==> config.mk <==
export PLATFORM = sky130hd
export DESIGN_NAME = rf_frame_gen
export DESIGN_NICKNAME = d
export VERILOG_FILES = /design/src/rtl/rf_pkg.sv /design/src/rtl/rf_frame_gen.sv
export SDC_FILE = /design/constraint.sdc
export NUM_CORES = 1
export LEC_CHECK = 0
export CAP_MARGIN = 25
export CORE_MARGIN = 10
export CORE_UTILIZATION = 42
export CTS_CLUSTER_DIAMETER = 120
export DETAILED_ROUTE_END_ITERATION = 12
export SYNTH_ARGS = -nofsm -noshare
export SYNTH_HDL_FRONTEND = slang
export SYNTH_SLANG_ARGS = --single-unit
==> constraint.sdc <==
create_clock -name clk -period 5.85 [get_ports clk]
set_input_delay 1.17 -clock clk [delete_from_list [all_inputs] [get_ports clk]]
set_output_delay 1.17 -clock clk [all_outputs]
set_load 0.005 [all_outputs]
==> src/rtl/rf_pkg.sv <==
// Shared constants, state encoding and frame payload type for the RF command framer.
package rf_pkg;

    localparam logic [7:0]  RF_HEADER = 8'hA5;
    localparam int unsigned SHORT_LEN = 4;
    localparam int unsigned LONG_LEN  = 9;
    localparam logic [3:0]  SHORT_LAST = 4'(SHORT_LEN - 1);
    localparam logic [3:0]  LONG_LAST  = 4'(LONG_LEN - 1);

    localparam logic CMD_SHORT = 1'b0;
    localparam logic CMD_LONG  = 1'b1;

    typedef enum logic [3:0] {
        ST_IDLE     = 4'b0001,
        ST_WAIT_TX  = 4'b0010,
        ST_SET_MODE = 4'b0100,
        ST_WRITE    = 4'b1000
    } state_e;

    typedef struct packed {
        logic        typ;
        logic [7:0]  code;
        logic [47:0] param;
        logic [7:0]  cksum;
    } frame_t;

    // Byte at position idx of the serialised frame; long payload goes MSB byte first.
    function automatic logic [7:0] frame_byte(input frame_t f, input logic [7:0] hdr,
                                              input logic [3:0] idx);
        logic [7:0] b;
        logic [5:0] sh;
        b  = f.cksum;
        sh = {3'd7 - idx[2:0], 3'b000};
        if (idx == 4'd0) begin
            b = hdr;
        end else if (idx == 4'd1) begin
            b = f.code;
        end else if (f.typ == CMD_SHORT) begin
            if (idx == 4'd2) b = f.param[7:0];
        end else if (idx < LONG_LAST) begin
            b = 8'(f.param >> sh);
        end
        return b;
    endfunction

endpackage

==> src/rtl/rf_frame_gen.sv <==
// Serialises RF commands into header/payload/checksum byte frames for the TX FIFO and
// keeps the transmitter's short/long frame mode in step with the frames written.
module rf_frame_gen
    import rf_pkg::*;
#(
    parameter logic [7:0]  HEADER      = RF_HEADER,
    parameter int unsigned QUAL_CYCLES = 2
) (
    input  logic        clk,
    input  logic        rst,
    input  logic        i_cmd_vld,
    input  logic        i_cmd_type,
    input  logic [7:0]  i_cmd_code,
    input  logic [47:0] i_cmd_param,
    output logic        o_cmd_rdy,
    input  logic        i_fifo_full,
    input  logic        i_fifo_empty,
    input  logic        i_tx_busy,
    output logic        o_fifo_wr_en,
    output logic [7:0]  o_fifo_wr_data,
    output logic        o_init,
    output logic        o_stop,
    output logic        o_frame_done
);

    localparam int unsigned QW = (QUAL_CYCLES > 1) ? $clog2(QUAL_CYCLES) : 1;

    state_e          state_q, state_d;
    logic            mode_q, mode_d;
    frame_t          frame_q, frame_d;
    logic [3:0]      idx_q, idx_d;
    logic [QW-1:0]   qcnt_q, qcnt_d;
    logic            rdy_q, init_q, stop_q, done_q;
    logic            done_d;
    logic            wr_en_c;
    logic [7:0]      cksum_c;
    logic [3:0]      last_c;

    // Next-state, checksum and write-strobe logic.
    always_comb begin
        state_d = state_q;
        mode_d  = mode_q;
        frame_d = frame_q;
        idx_d   = idx_q;
        qcnt_d  = qcnt_q;
        done_d  = 1'b0;

        cksum_c = i_cmd_code + i_cmd_param[7:0];
        if (i_cmd_type == CMD_LONG) begin
            cksum_c = cksum_c + i_cmd_param[47:40] + i_cmd_param[39:32]
                    + i_cmd_param[31:24] + i_cmd_param[23:16] + i_cmd_param[15:8];
        end

        last_c  = (frame_q.typ == CMD_LONG) ? LONG_LAST : SHORT_LAST;
        wr_en_c = (state_q == ST_WRITE) && !i_fifo_full && !rst;

        case (state_q)
            ST_IDLE: begin
                if (i_cmd_vld && rdy_q) begin
                    frame_d = '{typ: i_cmd_type, code: i_cmd_code,
                                param: i_cmd_param, cksum: cksum_c};
                    idx_d   = 4'd0;
                    qcnt_d  = '0;
                    state_d = (i_cmd_type == mode_q) ? ST_WRITE : ST_WAIT_TX;
                end
            end
            // Mode may only change once the FIFO has drained and the transmitter is idle.
            ST_WAIT_TX: begin
                if (i_fifo_empty && !i_tx_busy) begin
                    if (qcnt_q == QW'(QUAL_CYCLES - 1)) begin
                        qcnt_d  = '0;
                        state_d = ST_SET_MODE;
                    end else begin
                        qcnt_d = qcnt_q + QW'(1);
                    end
                end else begin
                    qcnt_d = '0;
                end
            end
            ST_SET_MODE: begin
                mode_d  = frame_q.typ;
                state_d = ST_WRITE;
            end
            ST_WRITE: begin
                if (wr_en_c) begin
                    idx_d = idx_q + 4'd1;
                    if (idx_q == last_c) begin
                        state_d = ST_IDLE;
                        done_d  = 1'b1;
                    end
                end
            end
            default: state_d = ST_IDLE;
        endcase
    end

    always_ff @(posedge clk) begin
        if (rst) begin
            state_q <= ST_IDLE;
            mode_q  <= CMD_SHORT;
            frame_q <= '0;
            idx_q   <= 4'd0;
            qcnt_q  <= '0;
            rdy_q   <= 1'b0;
            init_q  <= 1'b0;
            stop_q  <= 1'b0;
            done_q  <= 1'b0;
        end else begin
            state_q <= state_d;
            mode_q  <= mode_d;
            frame_q <= frame_d;
            idx_q   <= idx_d;
            qcnt_q  <= qcnt_d;
            rdy_q   <= (state_d == ST_IDLE);
            init_q  <= (state_d == ST_SET_MODE) && (frame_d.typ == CMD_LONG);
            stop_q  <= (state_d == ST_SET_MODE) && (frame_d.typ == CMD_SHORT);
            done_q  <= done_d;
        end
    end

    assign o_cmd_rdy      = rdy_q;
    assign o_init         = init_q;
    assign o_stop         = stop_q;
    assign o_frame_done   = done_q;
    assign o_fifo_wr_en   = wr_en_c;
    assign o_fifo_wr_data = ((state_q == ST_WRITE) && !rst) ? frame_byte(frame_q, HEADER, idx_q)
                                                            : 8'h00;

endmodule

==> impl_metrics.py <==
metrics = {
    "logic_synthesis": {
        "synth-edff-count": 0,
        "ys_warn_count": 0,
        "yosysSeqAreaShare_pct": 32.1,
        "syn_avg_cell_area_sq_um": 8.04,
        "ys.flop_type": "dfxtp_1",
        "syn-instance-count": 612,
        "async_flop_share_pct": 0,
        "ys_types": 42,
        "synth_area_sq_mm": 0.00492,
        "yosys_register_bits": 79,
        "synth_nets": 720,
        "yosys.area.top_type_share_pct": 32.1,
        "netlist_top_cells_area": "dfxtp_1 32%, fa_1 11%, nand2_1 10%",
        "yosysTopAreaCell": "dfxtp_1",
    },
    "clocking": {
        "cts_max_level": 3,
        "post_cts_buffers": 0,
        "cts.sinks": 79,
        "clock-root-buffer": "clkbuf_16",
        "clk_pin_slew_worst_paths_ns": 0.06,
        "cts_buffers": 9,
        "holdBufCountCts": 0,
        "clk-insertion-delay-late_ns": 0.34,
        "cts-resized-gates": 0,
        "clk_path_buf_depth": 2,
        "cts_tree": "done",
    },
    "global_route": {
        "grt_max_degree": 77,
        "grt_pass1_vias": 4359,
        "grt_pass1_wl_mm": 23.5,
        "use_met1_pct": 22.9,
        "use_met3_pct": 3.31,
        "top_usage_layer": "met2",
        "antenna_found_initial": 0,
        "track_usage_pct": 18.2,
        "grt_overflow_total": 0,
        "met2_usage_pct": 30.6,
    },
    "critical_path": {
        "cp.required_ns": 6.10,
        "cp_top_family": "adder cells",
        "path_class": "in2reg",
        "slowest_delay_ns": 0.55,
        "crit_top_cell": "fa_1",
        "path_max_fanout": 4,
        "crit_path_start_kind": "primary input",
        "crit_slowest_cell": "fa_1",
        "critical_path_buf_inv_count": 3,
        "path_cells": "clkdlybuf4s50_1, ha_1, fa_1, a21o_1, a21oi_2, o21bai_1, a21oi_1, xnor2_1, fa_1, inv_1, fa_1, fa_1, inv_1, ha_4, a21oi_1, nand3_1, xnor2_1, or3_1, a311oi_1",
        "endpoint_kind": "register",
        "arrival_ns": 5.86,
    },
    "power": {
        "max-vdd-ir-drop_uv": 178,
        "powerDensity_mw_per_mm2": 295,
        "cellLeakagePower_nw": 2.45,
    },
    "finish": {
        "antenna_cells": 0,
        "drive_gt1_share_pct": 6.72,
        "fin_nets": 788,
        "areaGrowthSynthToFinish_pct": 25.5,
        "fin_area_sq_mm": 0.00618,
    },
    "route": {
        "wl_mm": 14.2,
        "routed_via_density": 5.23,
        "drt_iter0_markers": 316,
        "post_drt_wl_per_cell_um": 17.2,
        "vias": 4329,
        "ant_nets": 0,
        "drc": 0,
        "drtPass1Iterations": 5,
    },
    "floorplan": {
        "chipWidth_um": 128,
        "ios": 76,
        "start_util_pct": 42.9,
        "core_area_sq_mm": 0.0115,
        "rows": 39,
        "die-area_sq_mm": 0.0164,
        "die_h_um": 128,
    },
    "timing": {
        "rsz0062_at_grt": "false",
        "maxSlewViolCount": 0,
        "clock.fmax_ghz": 0.178,
        "worst_pin_slew_ns": 0.845,
        "finalCritPeriodShare_pct": 95.9,
        "hold_slack_ns": 0.451,
        "skew_ns": 0.00348,
        "setup_viol": 0,
        "finalCriticalPeriod_ns": 5.61,
        "hold_viol": 0,
        "slew_headroom_pct": 43.7,
    },
    "status": {
        "status": "finished, final reports clean",
    },
    "min_path": {
        "hold_class": "reg2reg",
    },
    "placement": {
        "gp_congestion": 0.869,
        "placed_cell_area_sq_mm": 0.00586,
        "io_buffers": 75,
        "dp_hpwl_mm": 10.9,
    },
    "run": {
        "maxCapViolations": 0,
    },
}
## cell usage in the layout, fill, tap and decap left out, types with 14 or more instances in the layout
master	synthesis	routed
nand2_1	133	133
a21oi_1	90	89
dfxtp_1	79	79
clkdlybuf4s50_1	0	74
inv_1	69	69
nor2_1	30	29
fa_1	28	28
o21ai_0	20	20
ha_1	17	16
buf_4	0	14
## cell type report
| cell class | count | area, sq um |
|---|---|---|
| Clock buffer | 11 | 243 |
| Clock inverter | 5 | 57.6 |
| Fill cell | 1071 | 5290 |
| Inverter | 69 | 259 |
| Multi-Input combinational cell | 431 | 2980 |
| Sequential cell | 79 | 1580 |
| Tap cell | 143 | 179 |
| Timing Repair Buffer | 90 | 878 |
## worst paths after layout
check / from / end / slack [ns] / cells past startpoint
setup / recovery: i_cmd_code[0] / frame_q[7] / 0.24 / 19
hold reg to reg: frame_q[29] / frame_q[29] / 0.45 / 2
hold / removal: frame_q[29] / frame_q[29] / 0.45 / 2
setup reg to reg: state_q[3] / frame_q[7] / 3.71 / 7
## worst register-to-register path, stage by stage, from the launching register on
cell	delay (ns)
dfxtp_1	0.35
nor2_1	0.15
nand4_1	0.21
nor2_4	0.46
buf_16	0.24
buf_4	0.32
nor2_1	0.08
a311oi_1	0.25
## cell usage after synthesis, types with 3 or more instances
master and count:
clkbuf_1 28, nor3_1 6, fa_1 28, nand2b_1 5
o211ai_1 3, o21bai_1 3, mux4_2 8, inv_1 69
xnor2_1 13, a21oi_1 90, buf_1 3, a221oi_1 4
o21ai_0 20, nor2_1 30, a31oi_1 3, nand2_1 133
xor2_1 6, nand4_1 3, ha_1 17, mux2i_1 11
a21o_1 5, nand3_1 3, a211oi_1 10, nor3b_1 3
nor4b_1 6, dfxtp_1 79
## metrics by stage
stage          utilization [%]  total power, W  setup slack [ns]  TNS, ns  std cells
5_1_grt                   53.9         0.00196            0.0559        0        828
3_3_place_gp              50.9         0.00123           -0.0956  -0.0956        811
2_1_floorplan                -         0.00105             0.433        0        612
6_report                  53.9         0.00182             0.239        0        828
3_5_place_dp              51.1         0.00125            -0.205   -0.205        812
4_1_cts                   53.7         0.00183             0.140        0        828
## power breakdown
group	switching (W)	leakage, nW	internal, W
sequential	0.0000192	0.643	0.000566
clock	0.000229	0.138	0.000341
combinational	0.000341	1.66	0.000326
total	0.000589	2.45	0.00123
## kinds of logic (layout without fill, tap and decap cells)
logic type	after synthesis	count (layout)	synth area share [%]
simple gates	201	201	17.5
compound gates	144	144	16.5
buf+inv	102	175	7.83
flops	79	79	32.1
fa+ha+maj	45	45	15.7
xor+xnor	21	21	4.17
mux	20	20	6.13
## sequential cells by signal (all words and copies together) (netlist names)
name          cells
frame_q          65
idx_q             4
state_q           4
mode_q            1
o_cmd_rdy         1
o_frame_done      1
o_init            1
o_stop            1
qcnt_q            1
## per-layer routing
layer | routed length [um] | vias to the layer above
met5 | 0 | -
met4 | 225 | 0
met3 | 566 | 14
met2 | 7060 | 84
met1 | 6370 | 2067
li1 | - | 2164
No activity file was read; power rests on OpenSTA's default activity.
